--- src/rtl/y86_pkg.sv ---
// Shared Y86-64 definitions: instruction codes, register IDs and the
// register-ID type used by the decode / write-back stage.
package y86_pkg;

  // 4-bit architectural register identifier (15 = no register)
  typedef logic [3:0] reg_id;

  // Instruction codes
  localparam logic [3:0] IHALT   = 4'h0;
  localparam logic [3:0] INOP    = 4'h1;
  localparam logic [3:0] IRRMOVQ = 4'h2;
  localparam logic [3:0] IIRMOVQ = 4'h3;
  localparam logic [3:0] IRMMOVQ = 4'h4;
  localparam logic [3:0] IMRMOVQ = 4'h5;
  localparam logic [3:0] IOPQ    = 4'h6;
  localparam logic [3:0] IJXX    = 4'h7;
  localparam logic [3:0] ICALL   = 4'h8;
  localparam logic [3:0] IRET    = 4'h9;
  localparam logic [3:0] IPUSHQ  = 4'hA;
  localparam logic [3:0] IPOPQ   = 4'hB;

  // Special register IDs
  localparam reg_id RNONE = 4'hF;
  localparam reg_id RRSP  = 4'h4;

endpackage

--- src/rtl/decode_writeback_reg_file.sv ---
// Register file: two combinational read ports, two synchronous write ports.
// When both write ports target the same register the M port wins.
// Optional macro WB_BYPASS_EN: read ports forward the data being written in
// the same cycle (M data preferred over E data).
module reg_file
  import y86_pkg::*;
#(
  parameter int NREGS = 15,
  parameter int WIDTH = 64
) (
  input  logic             clk,
  input  logic             rst,
  input  logic             we,
  input  reg_id            srcA,
  input  reg_id            srcB,
  input  reg_id            dstE,
  input  reg_id            dstM,
  input  logic [WIDTH-1:0] valE,
  input  logic [WIDTH-1:0] valM,
  output logic [WIDTH-1:0] valA,
  output logic [WIDTH-1:0] valB
);

  logic [WIDTH-1:0] regs [NREGS];

  genvar gi;
  generate
    for (gi = 0; gi < NREGS; gi++) begin : gReg
      logic [WIDTH-1:0] q;
      // One storage word per register; M port has priority over E port
      always_ff @(posedge clk) begin
        if (rst) begin
          q <= '0;
        end else if (we && dstM == reg_id'(gi)) begin
          q <= valM;
        end else if (we && dstE == reg_id'(gi)) begin
          q <= valE;
        end
      end
      assign regs[gi] = q;
    end
  endgenerate

  // IDs outside the register file (including RNONE) read as zero
  function automatic logic [WIDTH-1:0] readReg(input reg_id src);
    logic [WIDTH-1:0] r;
    r = '0;
    if (int'(src) < NREGS) begin
      r = regs[src];
    end
`ifdef WB_BYPASS_EN
    if (we && src == dstM && int'(dstM) < NREGS) begin
      r = valM;
    end else if (we && src == dstE && int'(dstE) < NREGS) begin
      r = valE;
    end
`endif
    return r;
  endfunction

  // Combinational read ports
  always_comb begin
    valA = readReg(srcA);
    valB = readReg(srcB);
  end

endmodule

--- src/rtl/decode_writeback.sv ---
// SEQ Y86-64 decode / write-back stage: picks source and destination
// register IDs from the instruction, reads operands for execute and commits
// execute/memory results. Halt is sticky until reset.
// Optional macro WB_BYPASS_EN enables same-cycle write-to-read forwarding.
module decode_writeback
  import y86_pkg::*;
#(
  parameter int    NREGS  = 15,
  parameter int    WIDTH  = 64,
  parameter reg_id RSP_ID = RRSP
) (
  input  logic             clk,
  input  logic             rst,
  input  logic [3:0]       icode,
  input  logic [3:0]       rA,
  input  logic [3:0]       rB,
  input  logic             Cnd,
  input  logic [WIDTH-1:0] valE,
  input  logic [WIDTH-1:0] valM,
  output logic [WIDTH-1:0] valA,
  output logic [WIDTH-1:0] valB,
  output logic             halted,
  output logic             inv_instr
);

  reg_id srcA, srcB, dstE, dstM;
  logic  haltedReg;
  logic  writeEn;

  // Register-ID selection per instruction class
  always_comb begin
    srcA = RNONE;
    srcB = RNONE;
    dstE = RNONE;
    dstM = RNONE;
    case (icode)
      IRRMOVQ: begin srcA = rA; if (Cnd) dstE = rB; end
      IIRMOVQ: begin dstE = rB; end
      IRMMOVQ: begin srcA = rA; srcB = rB; end
      IMRMOVQ: begin srcB = rB; dstM = rA; end
      IOPQ:    begin srcA = rA; srcB = rB; dstE = rB; end
      ICALL:   begin srcB = RSP_ID; dstE = RSP_ID; end
      IRET:    begin srcA = RSP_ID; srcB = RSP_ID; dstE = RSP_ID; end
      IPUSHQ:  begin srcA = rA; srcB = RSP_ID; dstE = RSP_ID; end
      IPOPQ:   begin srcA = RSP_ID; srcB = RSP_ID; dstE = RSP_ID; dstM = rA; end
      default: ;
    endcase
  end

  assign inv_instr = (icode > IPOPQ);

  // Writes only for valid, non-halt instructions while running
  assign writeEn = !rst && !haltedReg && (icode != IHALT) && !inv_instr;

  // Sticky halt flag, cleared only by reset
  always_ff @(posedge clk) begin
    if (rst) begin
      haltedReg <= 1'b0;
    end else if (icode == IHALT) begin
      haltedReg <= 1'b1;
    end
  end

  assign halted = haltedReg;

  reg_file #(
    .NREGS(NREGS),
    .WIDTH(WIDTH)
  ) uRegFile (
    .clk  (clk),
    .rst  (rst),
    .we   (writeEn),
    .srcA (srcA),
    .srcB (srcB),
    .dstE (dstE),
    .dstM (dstM),
    .valE (valE),
    .valM (valM),
    .valA (valA),
    .valB (valB)
  );

endmodule

--- config.mk ---
export PLATFORM = sky130hd
export DESIGN_NAME = decode_writeback
export DESIGN_NICKNAME = d
export VERILOG_FILES = /design/src/rtl/y86_pkg.sv /design/src/rtl/decode_writeback_reg_file.sv /design/src/rtl/decode_writeback.sv
export SDC_FILE = /design/constraint.sdc
export NUM_CORES = 2
export LEC_CHECK = 0
export BUFFER_PORTS_ARGS = -buffer_cell sky130_fd_sc_hd__buf_2
export CAP_MARGIN = 10
export CORE_UTILIZATION = 30
export CTS_CLUSTER_DIAMETER = 200
export CTS_CLUSTER_SIZE = 28
export DETAILED_ROUTE_END_ITERATION = 6
export SYNTH_ARGS = -nofsm -noshare
export SYNTH_HDL_FRONTEND = slang
export SYNTH_SLANG_ARGS = --single-unit
--- constraint.sdc ---
create_clock -name clk -period 3.7 [get_ports clk]
set_input_delay 0.74 -clock clk [delete_from_list [all_inputs] [get_ports clk]]
set_output_delay 0.74 -clock clk [all_outputs]
set_load 0.05 [all_outputs]
## Word-level counts from Yosys, hierarchy flattened

Index checks and enable logic that the tools add are counted.

| cells by class | value |
|---|---|
| bitwise gates (word level) | 2 |
| reductions and logical operators | 61 |
| equal/unequal tests | 37 |
| mux-type cells | 43 |
| $lt $le $gt $ge | 5 |

Operators with widths:

| cell | count |
|---|---|
| $mux W64 | 36 |
| $bmux W64 S4 | 2 |
| $eq A4 B4 Y1 const B | 18 |
| $eq A4 B3 Y1 const B | 11 |
| $logic_and A1 B1 Y1 | 33 |
| $reduce_bool A2 Y1 | 15 |
| $eq A4 B2 Y1 const B | 6 |
| $pmux W4 S2 | 2 |
| $logic_not A4 Y1 | 3 |
| $pmux W4 S3 | 1 |
| $ge A5 B5 Y1 const B | 2 |
| $not A4 Y5 | 2 |
| $eq A4 B1 Y1 const B | 2 |
| $lt A4 B4 Y1 const B | 2 |
| $mux W4 | 2 |
| $reduce_or A4 Y1 | 2 |
| $reduce_or A2 Y1 | 3 |
| $gt A4 B4 Y1 const B | 1 |
| $reduce_bool A4 Y1 | 1 |
| $logic_not A1 Y1 | 3 |
| $reduce_or A3 Y1 | 1 |

| storage, ports and cells | value |
|---|---|
| output and inout port bits | 130 |
| flip-flop bits (word level) | 961 |
| word-level logic and storage cells | 164 |
| input bits | 143 |

## Depth between registers and ports, before layout

| depth | value |
|---|---|
| depth after elaboration | 8 |
| mapped depth | 11 |
| depth with buffers taken out | 6 |

## Hierarchy

A second synthesis with hierarchy kept.

| unflattened totals | value |
|---|---|
| cell total of the unflattened synthesis | 7291 |
| area total of the unflattened synthesis | 62351.0 um2 |

Modules (own cells, without submodules):

| module | sequential area each (um2) | area each (um2) | instances | cells each |
|---|---|---|---|---|
| reg_file | 19218.4 | 62023.2 | 1 | 7249 |
| decode_writeback | 20.0 | 327.8 | 1 | 42 |

## Least setup slack after synthesis

Ideal clock, no wire load.

| timing | value |
|---|---|
| path type | input to output |
| start point | input port icode[3] |
| end point | output port valA[62] |
| setup slack | -1.061 ns |
| arrival | 4.021 ns |
| cell stages on the path | 9 |
| data required time | 2.960 ns |
| path buffers | 5 |
| path through | clkbuf_1 -> and2_1 -> clkbuf_1 -> o41ai_2 -> buf_2 -> buf_2 -> buf_1 -> o21ai_0 -> a311oi_1 |

| on the way | value |
|---|---|
| word-level cells in the longest chain between the ends | 8 |
| elaborated cells between the ends (all ways) | 15 |
| those cells by class | 1 x order compare; 6 x eq/ne; 5 x mux; 1 x bitwise; 2 x reduce/logical |

RTL lines:

| element | line | RTL |
|---|---|---|
| from (decl) | decode_writeback.sv:14 | `input logic [3:0] icode,` |
| $eq A4 B2 Y1, or another cell as far along | decode_writeback.sv:36 | `case (icode)` |
| $reduce_or A4 Y1 (no line) or $reduce_or A2 Y1 (tied branches) | -- |  |
| $pmux W4 S2 * | decode_writeback.sv:36 |  |
| $not A4 Y5 (implied by the code) | decode_writeback_reg_file.sv:49 | `r = regs[src];` |
| $bmux W64 S4 | decode_writeback_reg_file.sv:49 |  |
| $mux W64 (implied by the code) (2 in series) | decode_writeback_reg_file.sv:49 |  |
| $mux W64 * | decode_writeback_reg_file.sv:48 | `if (int'(src) < NREGS) begin` |
| to (decl) | decode_writeback.sv:20 | `output logic [WIDTH-1:0] valA,` |

Mark *: on every way between the ends. The rest lies on a longest branch, timed or not. The select of a mux whose other input is x is not followed.

## Final worst setup path

| timing | value |
|---|---|
| start point | input port icode[2] |
| end point | output port valA[23] |

The elaborated chain is that of the path after synthesis.

==> impl_results.md <==
* Status: finished with violations
* Failing checks: setup timing
* Layout Nets at 7404
* First-pass GRT wire length at about 440000 µm
* CTS Buf Count at 40
* Detailed Route WL at 320000 µm
* FF/Latch Area at ~19000 µm²
* Worst setup EP type: output pin
* HP Class: primary input to flop
* Most frequent cells in the layout: dfxtp_1 (961), nand2_1 (884), nor2_1 (798), mux2i_1 (772), a211oi_1 (703)
* Clk_skew at just under 0.05 ns
* Number of synthesized flops with an enable pin at 0
* Site row count at 160
* Cell Area, Synth at ~57000 µm²
* Comb pwr share at 0.269
* Clock power frac at 0.259
* H-tree depth at 2
* Main synth FF type: dfxtp_1
* Asr flop ratio synth at 0
* Psw at approximately 0.0076 W
* CTS clk-pin slew, worst paths at around 0.12 ns
* Period utilization at 1.06
* Final WS setup at -0.237 ns
* Seq pwr share at 0.472
* Worst EP required at slightly below 3 ns
* Initial drt markers at roughly 11000
* Syn avg cell area at approximately 8 µm²
* Synth cell types at 56
* Via/cell ratio at between 6 and 7
* Core area at between 150000 and 200000 µm²
* Critical Path Max Stage Delay at roughly 0.40 ns
* Finished Cell Area at roughly 77000 µm²
* Placer Congestion at ~0.93
* Grt ovf at 0
* Max cap viols at 0
* Critical Path Slowest Stage Cell: a221oi_1
* TNS Setup at -7.39 ns
* Buf/Inv on CP at 4
* Top Family by Delay on Critical Path: compound AO/OA/AOI/OAI gates
* Reg2Reg Capture Point: uRegFile.gReg[6].q[38]$_SDFFE_PP0P_
* Die height at ~440 µm
* Num Clock Sinks at just under 1000
* Die ar. at 193000 µm²
* Seq/Total Area, Yosys at 0.335
* Fillers at 18400
* Hold EP: halted$_SDFFE_PP0P_
* Leading cell type in the layout, fill and taps excluded: dfxtp_1
* Vias post-DR at roughly 66000
* Multi-input gate area at 38300 µm²
* Slew Limit Fails at 0
* Min-delay src: rst
* GRT Util Overall at 0.304
* Maximum clock rate at roughly 250 MHz
* Die width at 439 µm
* Worst R2R Setup Slack at slightly below 0.9 ns
* CP arrival at about 3.2 ns
* Critical path's most frequent cell: buf_12
* Final Non-Filler Cells at between 9000 and 10000
* Static leakage at between 20 and 30 nW
* Minimum clock period at between 3 and 4 ns
* Cell area power density at a little under 300 nW/µm²
* Worst skew pair latency at between 0.7 and 0.8 ns
* CTS tree: built
* PortBufs at between 200 and 300
* Hold Slack at 0.286 ns
* Area delta synth->final at 33.3%
* Share of cells above drive strength 1 at 0.236
* CP Class: primary input to output pin
* Number of global-route vias before repair at between 60000 and 70000
* Synth Net Count at slightly above 7000
* Crit path cell chain: buf_12 -> a211o_1 -> or2_4 -> buf_12 -> buf_4 -> a221oi_1 -> a2111oi_2 -> or3_4 -> buf_12
* RSZ-0062 raised after global routing: true
* Inst Count DP at between 9000 and 10000
* Top Ports at ~270
* Cell Area, Placed at just under 70000 µm²
* Ys Warns at 0
* Reg2Reg Depth at 9
* Clk buf depth at 3
* Hpwl dp at about 180000 µm
* Detail Route Antenna Nets at 0
* Post-Synthesis Cells at around 7000
* Final routed DRC violation total at 0
* Post-CTS Hold Fix Bufs at 0
* WHS Path Cells at 2
* Peak supply drop at 0.333 mV
* Worst-margin pin slew at 1.02 ns
* Crit start category: primary input
* Int Pwr at ~0.015 W
* Clock Tree Root: clkbuf_16
* Fin. Hold Viols at 0
* Largest net degree at the start of global routing at 175
* Final setup violating endpoints at between 100 and 150
* Effective utilization at floorplan at 0.302
* Pre-CTS setup slack at -0.286 ns
* Slew HR at 0.318
* Net Sw Frac at 0.338
* RR Startpoint: halted$_SDFFE_PP0P_
* Wire length per cell at about 33 µm
* Initial antenna violation count at 45
* Synth Register Bits at between 900 and 1000
* Worst-path fanout max at 67
* DRT Pass-1 Iters at 7
==> flip-flops by register name, indices dropped and copies added, names as in the netlist <==
register	flops
halted	1
uRegFile.gReg.q	960
==> layer usage <==
metal | global-route usage | routed length [µm]
met4 | 0.220 | 27700
met3 | 0.0844 | 43900
met1 | 0.377 | 114000
met2 | 0.450 | 134000
met5 | 0 | 353
==> synthesized netlist by cell type, types with 64 or more instances <==
master     number  share of area
dfxtp_1       961           0.34
nand2_1       896          0.059
nor2_1        804          0.053
clkbuf_1      776          0.051
mux2i_1       774           0.13
a211oi_1      707          0.092
a221oi_1      380          0.058
a311oi_1      332          0.051
a21oi_1       325          0.028
nor3_1        136          0.012
o221ai_1      128          0.020
buf_2         101         0.0088
and2_1         68         0.0074
nor4_1         66         0.0072
or3_1          66         0.0072
a2111oi_0      64         0.0098
o22ai_1        64         0.0070
==> cell type report <==
| cell class | count | share of cell area |
|---|---|---|
| Clock inverter | 3 | 0.000490 |
| Inverter | 7 | 0.000343 |
| Timing Repair Buffer | 1095 | 0.192 |
| Antenna cell | 24 | 0.000785 |
| Multi-Input combinational cell | 5156 | 0.501 |
| Tap cell | 2511 | 0.0410 |
| Clock buffer | 41 | 0.0134 |
| Sequential cell | 961 | 0.251 |
==> cells by family after synthesis <==
logic type,Yosys count,synth area share
multiplexers,837,0.147
flip-flops,961,0.335
AND/OR/NAND/NOR,2174,0.162
buffers and inverters,957,0.0662
AO/OA/AOI/OAI,2144,0.289
==> worst max-delay path by stage <==
stage	startpoint	endpoint	slack, ns	cells after the start
detailed placement	icode[2]	valA[16]	-0.29	10
global placement	icode[2]	valA[16]	-0.35	10
global route	icode[2]	valA[28]	-0.22	9
CTS	icode[2]	valA[10]	-0.16	13
floorplan	icode[1]	valA[62]	-0.03	11
finish	icode[2]	valA[23]	-0.24	9
==> power by group through the flow <==
stage | sequential, W | clock, W | combinational (W)
2_1_floorplan | 0.0108 | 0 | 0.00247
3_3_place_gp | 0.0109 | 0 | 0.00493
6_report | 0.0106 | 0.00585 | 0.00607
4_1_cts | 0.0106 | 0.00580 | 0.00544
3_5_place_dp | 0.0109 | 0 | 0.00497
5_1_grt | 0.0107 | 0.00615 | 0.00615
==> per-stage QoR <==
step,util,power [W]
finish,0.403,0.0226
global route,0.402,0.0230
CTS,0.384,0.0219
detailed placement,0.363,0.0158
global placement,0.363,0.0158
floorplan,-,0.0133
==> timing repair <==
item,4_1_cts,5_1_grt
resized for setup,296,334
pin swaps,140,159
setup endpoints to repair,127,128
setup buffers,69,100
gates cloned,29,39
==> worst register-to-register path, delay by kind of cell (launching register included) <==
kind                   cells  cell delay [ns]
AO/OA/AOI/OAI              2             0.48
buffers and inverters      4             0.87
flip-flops                 1             0.38
AND/OR/NAND/NOR            3             0.97
Power figures use the tool's default switching activity.
